## src/rtl/snn_pkg.sv

```systemverilog
// Shared Q16.16 fixed-point constants and FSM state type for the spiking-neuron datapath.
package snn_pkg;

  localparam int Q_WIDTH = 32;
  localparam int Q_FRAC  = 16;

  localparam logic signed [Q_WIDTH-1:0] Q_ONE = 32'sh0001_0000;
  localparam logic signed [Q_WIDTH-1:0] Q_MAX = 32'sh7FFF_FFFF;
  localparam logic signed [Q_WIDTH-1:0] Q_MIN = 32'sh8000_0000;

  typedef enum logic [1:0] {
    IDLE   = 2'd0,
    ACCUM  = 2'd1,
    UPDATE = 2'd2
  } syn_state_t;

endpackage

```

## src/rtl/syn_weight_rf.sv

```systemverilog
// Per-synapse Q16.16 weight register file: one synchronous write port,
// one combinational read port, all weights cleared by the async reset.
module syn_weight_rf
  import snn_pkg::*;
#(
  parameter int N_INPUTS = 8,
  parameter int ADDR_W   = $clog2(N_INPUTS)
) (
  input  logic               clk,
  input  logic               reset_n,
  input  logic               i_wr_en,
  input  logic [ADDR_W-1:0]  i_wr_addr,
  input  logic [Q_WIDTH-1:0] i_wr_data,
  input  logic [ADDR_W-1:0]  i_rd_addr,
  output logic [Q_WIDTH-1:0] o_rd_data
);

  logic [Q_WIDTH-1:0] r_weights [N_INPUTS];
  logic               w_wr_in_range;

  // Writes to addresses past N_INPUTS-1 (non-power-of-two sizes) are dropped.
  assign w_wr_in_range = (32'(i_wr_addr) < N_INPUTS);

  always_ff @(posedge clk or negedge reset_n) begin
    if (!reset_n) begin
      for (int i = 0; i < N_INPUTS; i++) begin
        r_weights[i] <= '0;
      end
    end else if (i_wr_en && w_wr_in_range) begin
      r_weights[i_wr_addr] <= i_wr_data;
    end
  end

  assign o_rd_data = r_weights[i_rd_addr];

endmodule

```

## src/rtl/synaptic_current_integrator.sv

```systemverilog
// Serial synaptic-current integrator with shift-based exponential decay.
// Define SYN_CURRENT_SAT_EN to saturate the updated current instead of wrapping it.
module synaptic_current_integrator
  import snn_pkg::*;
#(
  parameter int N_INPUTS    = 8,
  parameter int DECAY_SHIFT = 3
) (
  input  logic                        clk,
  input  logic                        reset_n,
  input  logic                        step,
  input  logic [N_INPUTS-1:0]         spike_in,
  input  logic                        wr_en,
  input  logic [$clog2(N_INPUTS)-1:0] wr_addr,
  input  logic [Q_WIDTH-1:0]          wr_data,
  output logic [Q_WIDTH-1:0]          current,
  output logic                        current_valid,
  output logic                        busy,
  output logic                        overrun
);

  localparam int IDX_W  = $clog2(N_INPUTS);
  localparam int SUM_W  = Q_WIDTH + IDX_W + 1;
  localparam int NEXT_W = SUM_W + 1;

  syn_state_t                 r_state;
  logic [N_INPUTS-1:0]        r_spikes;
  logic [IDX_W-1:0]           r_idx;
  logic signed [SUM_W-1:0]    r_sum;
  logic signed [Q_WIDTH-1:0]  r_current;
  logic                       r_current_valid;
  logic                       r_overrun;

  logic [Q_WIDTH-1:0]         w_weight;
  logic                       w_last;
  logic signed [SUM_W-1:0]    w_addend;
  logic signed [NEXT_W-1:0]   w_cur_ext;
  logic signed [NEXT_W-1:0]   w_decay;
  logic signed [NEXT_W-1:0]   w_sum_ext;
  logic signed [NEXT_W-1:0]   w_next;
  logic signed [Q_WIDTH-1:0]  w_next_q;

  syn_weight_rf #(
    .N_INPUTS (N_INPUTS),
    .ADDR_W   (IDX_W)
  ) u_weight_rf (
    .clk       (clk),
    .reset_n   (reset_n),
    .i_wr_en   (wr_en),
    .i_wr_addr (wr_addr),
    .i_wr_data (wr_data),
    .i_rd_addr (r_idx),
    .o_rd_data (w_weight)
  );

  assign w_last   = (r_idx == IDX_W'(N_INPUTS - 1));
  assign w_addend = r_spikes[r_idx] ? {{(SUM_W-Q_WIDTH){w_weight[Q_WIDTH-1]}}, w_weight}
                                    : '0;

  // Decay and accumulation run one bit wider than sum so the result never wraps.
  assign w_cur_ext = {{(NEXT_W-Q_WIDTH){r_current[Q_WIDTH-1]}}, r_current};
  assign w_decay   = w_cur_ext >>> DECAY_SHIFT;
  assign w_sum_ext = {r_sum[SUM_W-1], r_sum};
  assign w_next    = w_cur_ext - w_decay + w_sum_ext;

`ifdef SYN_CURRENT_SAT_EN
  logic w_over;
  logic w_under;

  assign w_over   = !w_next[NEXT_W-1] && (|w_next[NEXT_W-2:Q_WIDTH-1]);
  assign w_under  =  w_next[NEXT_W-1] && !(&w_next[NEXT_W-2:Q_WIDTH-1]);
  assign w_next_q = w_over  ? Q_MAX :
                    w_under ? Q_MIN :
                              w_next[Q_WIDTH-1:0];
`else
  logic w_unused_hi;

  assign w_next_q    = w_next[Q_WIDTH-1:0];
  assign w_unused_hi = ^w_next[NEXT_W-1:Q_WIDTH];
`endif

  always_ff @(posedge clk or negedge reset_n) begin
    if (!reset_n) begin
      r_state         <= IDLE;
      r_spikes        <= '0;
      r_idx           <= '0;
      r_sum           <= '0;
      r_current       <= '0;
      r_current_valid <= 1'b0;
      r_overrun       <= 1'b0;
    end else begin
      r_current_valid <= 1'b0;
      r_overrun       <= step && (r_state != IDLE);
      case (r_state)
        IDLE: begin
          if (step) begin
            r_spikes <= spike_in;
            r_sum    <= '0;
            r_idx    <= '0;
            r_state  <= ACCUM;
          end
        end
        ACCUM: begin
          r_sum <= r_sum + w_addend;
          if (w_last) begin
            r_state <= UPDATE;
          end else begin
            r_idx <= r_idx + IDX_W'(1);
          end
        end
        UPDATE: begin
          r_current       <= w_next_q;
          r_current_valid <= 1'b1;
          r_state         <= IDLE;
        end
        default: begin
          r_state <= IDLE;
        end
      endcase
    end
  end

  assign current       = r_current;
  assign current_valid = r_current_valid;
  assign busy          = (r_state != IDLE);
  assign overrun       = r_overrun;

endmodule

```

## config.mk

```make
export PLATFORM = sky130hd
export DESIGN_NAME = synaptic_current_integrator
export DESIGN_NICKNAME = d
export VERILOG_FILES = /design/src/rtl/snn_pkg.sv /design/src/rtl/syn_weight_rf.sv /design/src/rtl/synaptic_current_integrator.sv
export SDC_FILE = /design/constraint.sdc
export NUM_CORES = 1
export LEC_CHECK = 0
export ABC_AREA = 0
export ABC_CLOCK_PERIOD_IN_PS = 11580
export CORE_MARGIN = 4
export CORE_UTILIZATION = 60
export CTS_BUF_LIST = sky130_fd_sc_hd__clkbuf_4 sky130_fd_sc_hd__clkbuf_8 sky130_fd_sc_hd__clkbuf_16
export DETAILED_ROUTE_END_ITERATION = 10
export PLACE_DENSITY = 0.79
export SYNTH_ARGS = -nofsm -noshare
export SYNTH_HDL_FRONTEND = slang
export SYNTH_SLANG_ARGS = --single-unit
```

## constraint.sdc

```tcl
create_clock -name clk -period 11.58 [get_ports clk]
set_clock_uncertainty 0.15 [all_clocks]
set_input_delay 2.895 -clock clk [delete_from_list [all_inputs] [get_ports clk]]
set_output_delay 2.895 -clock clk [all_outputs]
set_load 0.02 [all_outputs]
```

### Word-level counts from Yosys, hierarchy flattened

Cells that the tools add are included.

* add/subtract/negate cells: 4
* multipliers: 0
* divide/modulo/power cells: 0
* $lt $le $gt $ge: 4
* equal/unequal tests: 6
* shift-type cells: 0
* muxes and demuxes: 18
* bitwise operators: 2
* reductions and logical operators: 9

Operators with widths (number)
* $bwmux W256: 1
* $bmux W32 S3: 1
* $demux W32 S3: 1
* $mux W32: 3
* $mux W36: 2
* $pmux W36 S2: 1
* $add A36 B36 Y36: 1
* $add A32 B32 Y32: 1
* $sub A32 B29 Y32: 1
* $ge A4 B4 Y1 const B: 2
* $not A3 Y4: 2
* $mux W3: 2
* $ne A2 B2 Y1 const B: 3
* $pmux W3 S2: 1
* $reduce_and A2 Y1: 3
* $lt A3 B4 Y1 const B: 1
* $lt A4 B1 Y1 const B: 1
* $mux W2: 2
* $pmux W2 S2: 1
* $reduce_bool A2 Y1: 2
* $add A3 B1 Y3 const B: 1
* $bmux W1 S3: 1
* $eq A3 B3 Y1 const B: 1
* $reduce_and A3 Y1: 1
* other kinds (5): 7

* flip-flop bits (word level): 339
* latch bits: 0
* RAM bits: 0
* memory bits (read-only): 0
* bits of input ports: 47
* output and inout bits: 35
* memories: 0

### Longest topological paths before layout

* depth after elaboration: 7
* depth in mapped cells: 18

### Cells and area by module

From an unflattened synthesis, not the netlist that was laid out.

* cells, all modules: 1568
* area total of the unflattened synthesis: 19188.4 µm²

Modules (own cells, without submodules)
* syn_weight_rf: instances 1, cells an instance 665, area an instance 11639.9 µm²
* synaptic_current_integrator: instances 1, cells an instance 903, area an instance 7548.5 µm²

### Worst setup path after synthesis

OpenSTA, ideal clock, no wires.

* kind: input to register
* start point: in wr_en
* end point: reg u_weight_rf.r_weights[161] (netlist name)
* library setup time: 0.125 ns
* arrival: 4.332 ns
* data required time: 11.305 ns
* setup slack: 6.973 ns
* stages: 5
* path buffers: 2
* cells stage by stage: clkbuf_1 nand2b_1 nor3b_1 clkbuf_1 mux2_2

RTL lines
* start: declaration: RTL line synaptic_current_integrator.sv:13 `input logic wr_en,`
* end signal: indexed assignment: RTL line syn_weight_rf.sv:30 `r_weights[i_wr_addr] <= i_wr_data;`
* end: declaration: RTL line syn_weight_rf.sv:18 `logic [Q_WIDTH-1:0] r_weights [N_INPUTS];`

### Final worst setup path

* start point: reg r_idx[0]
* end point: reg r_sum[31]

* longest elaborated chain between the ends: 7
* elaborated cells on any way between the ends: 9
* classes of those cells: add/sub: 1; mux: 7; bitwise: 1

Ends and longest elaborated chain
* start: declaration: RTL line synaptic_current_integrator.sv:28 `logic [IDX_W-1:0] r_idx;`
* start signal: assignment: RTL line synaptic_current_integrator.sv:108 `r_idx <= r_idx + IDX_W'(1);`
* $not A3 Y4 (implied by the code): RTL line syn_weight_rf.sv:34 `assign o_rd_data = r_weights[i_rd_addr];`
* $bmux W32 S3: RTL line syn_weight_rf.sv:34
* $mux W32 (implied by the code) (2 in series): RTL line syn_weight_rf.sv:34
* $mux W36 (*): RTL line synaptic_current_integrator.sv:57 `assign w_addend = r_spikes[r_idx] ? {{(SUM_W-Q_WIDTH){w_weight[Q_WIDTH-1]}}, w_weight}`
* $add A36 B36 Y36 (*): RTL line synaptic_current_integrator.sv:104 `r_sum <= r_sum + w_addend;`
* $pmux W36 S2 (*): RTL line synaptic_current_integrator.sv:94 `case (r_state)`
* end signal: assignment: RTL line synaptic_current_integrator.sv:104
* end: declaration: RTL line synaptic_current_integrator.sv:29 `logic signed [SUM_W-1:0] r_sum;`

Every way passes the cells marked *; elsewhere a longest branch is shown, timed or not. The select of a mux whose other input is x is not followed.
A chain may end at the register's enable or synchronous reset.

==> impl_metrics.py <==
metrics = {
    "yosys": {
        "synth_area_leaders": "dfrtp_1 45%, mux2_2 16%, mux4_2 8.0%, ha_1 4.4%, fa_1 3.4%",
        "synth_nets": 1662,
        "synth-seq-area-share": 0.450,
        "synth_flop_cell": "dfrtp_1",
        "ys_ff_latch": 335,
        "syn_area_um2": 18600,
        "syn_avg_cell_area_um2": 12.3,
        "yosysTopAreaCell": "dfrtp_1",
        "synth.distinct_cells": 79,
        "syn_inst": 1518,
        "ys_async_sr_fraction": 1.00,
        "yosys_warnings": 0,
        "synth_edf_count": 0,
        "synth_top_area_share": 0.450,
    },
    "die": {
        "ios": 82,
        "die_h_um": 184,
        "dieArea_um2": 33900,
        "rows": 64,
        "start_util": 0.609,
        "dieWidth_um": 184,
        "core_um2": 30600,
    },
    "hold_path": {
        "min_path_type": "flop to flop",
        "min_from": "u_weight_rf.r_weights[22]",
        "min_path_cells": 1,
        "holdPathEnd": "u_weight_rf.r_weights[22]",
    },
    "layout": {
        "fin_cells": 1998,
        "syn2layout_area_growth_pct": 12.9,
        "final_common_cell": "dfrtp_1",
        "drive_gt1_frac": 0.275,
        "postLayoutCellArea_um2": 21000,
        "final_cell_mix": "332 x dfrtp_1, 265 x mux2_2, 142 x inv_1, 80 x clkdlybuf4s50_1, 72 x nand2_1",
        "final_nets": 1723,
        "fillers": 2158,
    },
    "place": {
        "hpwlAfterDp_mm": 26.5,
        "dpl_cell_area_um2": 19800,
        "gp_congestion": 0.871,
        "placedCellCount": 1936,
        "port_buffers": 81,
    },
    "flow_run": {
        "maxCapViolCount": 0,
    },
    "route": {
        "num_vias": 12000,
        "m1WireLength_mm": 18.2,
        "drc": 0,
        "first_iter_violations": 631,
        "vias_per_cell": 6.00,
        "avgRoutedWirePerCell_um": 20.3,
        "routed_wl_mm": 40.5,
        "ant_nets": 0,
        "wl_met3_mm": 1.78,
        "firstDrtPassIters": 5,
        "dr.max_layer_used": "met5",
        "met2_length_mm": 19.9,
    },
    "setup_path": {
        "cp_num_buf_inv": 1,
        "cp_max_fo": 36,
        "rr_worst_depth": 13,
        "critical_path_class": "flop to flop",
        "endpoint_kind": "flop",
        "r2r_end": "r_sum[31]",
        "crit_top_cell": "o21ai_0",
        "crit_cells": 13,
        "slowest_stage": "dfrtp_4",
        "cp.arrival_ns": 5.27,
        "required_ns": 11.88,
        "max_stage_delay_ns": 0.87,
        "path_delay_family": "compound AO/OA/AOI/OAI gates",
        "r2r-start": "r_idx[0]",
        "worstSetupStartpointType": "flop",
        "crit_chain": "buf_4 -> mux4_2 -> mux2i_1 -> nor2_1 -> ha_1 -> o21ai_0 -> nand2b_1 -> a221o_1 -> a41o_1 -> a21oi_2 -> o21ai_1 -> or4_1 -> o21ai_0",
        "rrSetupSlack_ns": 6.61,
    },
    "pwr": {
        "p_per_area_nw_per_um2": 340,
        "ir_worst_vdd_mv": 0.144,
        "power.leakage_nw": 9.42,
    },
    "clocking": {
        "cts_setup_buffers": 0,
        "cts_resized": 0,
        "numClockSinks": 335,
        "insertion_delay_ns": 0.54,
        "path_clk_slew_ns": 0.06,
        "root_buffer": "clkbuf_16",
        "clk_path_buf_depth": 3,
        "cts_tree": "yes",
        "htreeDepth": 2,
        "cts_buffers": 37,
        "cts_hold_buf": 0,
    },
    "sta": {
        "grt_setup_unrepaired": "false",
        "fin_crit_sh": 0.429,
        "setup-tns-final_ns": 0,
        "finalHoldViolations": 0,
        "clock.fmax_ghz": 0.201,
        "max_slew_margin": 0.339,
        "whs_ns": 0.351,
        "min_period_ns": 4.97,
        "drv_slew": 0,
        "setup_violations": 0,
        "worst-slew-pin-transition_ns": 0.992,
    },
    "global_route": {
        "antenna_found_initial": 2,
        "globalRouteOverflowTotal": 0,
        "grt_use_total": 0.246,
        "grt_max_degree": 179,
        "grt_pass1_wl_mm": 67.0,
        "grt_pass1_vias": 12700,
    },
    "outcome": {
        "status": "finished, final reports clean",
    },
}
==> power by group <==
part           leakage (nW)  internal [mW]  switching (mW)
sequential             4.07           1.50           0.294
combinational          4.73           1.94            2.22
clock                 0.620          0.715           0.485
==> flip-flops by register name (all words and copies together), names as in the netlist <==
signal,count
current_valid,1
u_weight_rf.r_weights,256
r_sum,32
r_spikes,8
r_state,2
current,32
r_idx,3
overrun,1
==> worst max path at each step <==
stage | startpoint | to | slack, ns
floorplan | wr_en | u_weight_rf.r_weights[161] | 6.97
finish | r_idx[0] | r_sum[31] | 6.61
global route | r_idx[0] | r_sum[22] | 6.25
global placement | step | r_sum[31] | 6.25
detailed placement | step | r_sum[31] | 6.22
CTS | r_idx[0] | r_sum[22] | 6.55
==> cell families (layout without fill, tap and decap cells) <==
family	after synthesis	in the layout	share of synthesized area
other	0	1	0
DFF	335	335	0.450
buffers and inverters	217	300	0.0472
and+or+nand+nor	214	214	0.0564
muxes	364	364	0.258
adders and majority gates	97	97	0.0781
xor gates and xnor gates	52	52	0.0245
AOI/OAI and AO/OA	239	239	0.0861
==> Yosys cell counts (all sizes together) (14+ instances only) <==
master and count:
fa 32, ha 65, a21oi 44, nand2 72, o22ai 23, mux2 265
a21o 38, inv 142, xor2 23, xnor2 29, mux4 66, nor2 54
buf 17, mux2i 33, dfrtp 335, nand2b 14, o21ai 63, clkbuf 58
==> stage by stage <==
stage	total power, mW	worst slack [ns]	utilization
3_5_place_dp	5.92	6.22	0.646
6_report	7.15	6.61	0.687
2_1_floorplan	5.00	6.97	-
4_1_cts	7.16	6.55	0.687
3_3_place_gp	5.81	6.25	0.646
5_1_grt	7.76	6.25	0.687
==> metal layers <==
layer / global-route usage / vias to the layer above
met5: 0 / -
met4: 0.0553 / 2
met3: 0.0379 / 46
met2: 0.404 / 245
met1: 0.352 / 6154
li1: - / 5544
==> cell type report <==
cell class | instances | area, µm² | share of cell area
multi-input combinational | 966 | 9400 | 0.447
sequential | 335 | 8390 | 0.399
clock buffer | 52 | 1110 | 0.0526
timing repair buffer | 97 | 948 | 0.0451
inverter | 142 | 533 | 0.0253
tap | 396 | 495 | 0.0236
clock inverter | 9 | 151 | 0.00720
antenna | 1 | 2.50 | 0.000119
(Power assumes the default switching activity.)
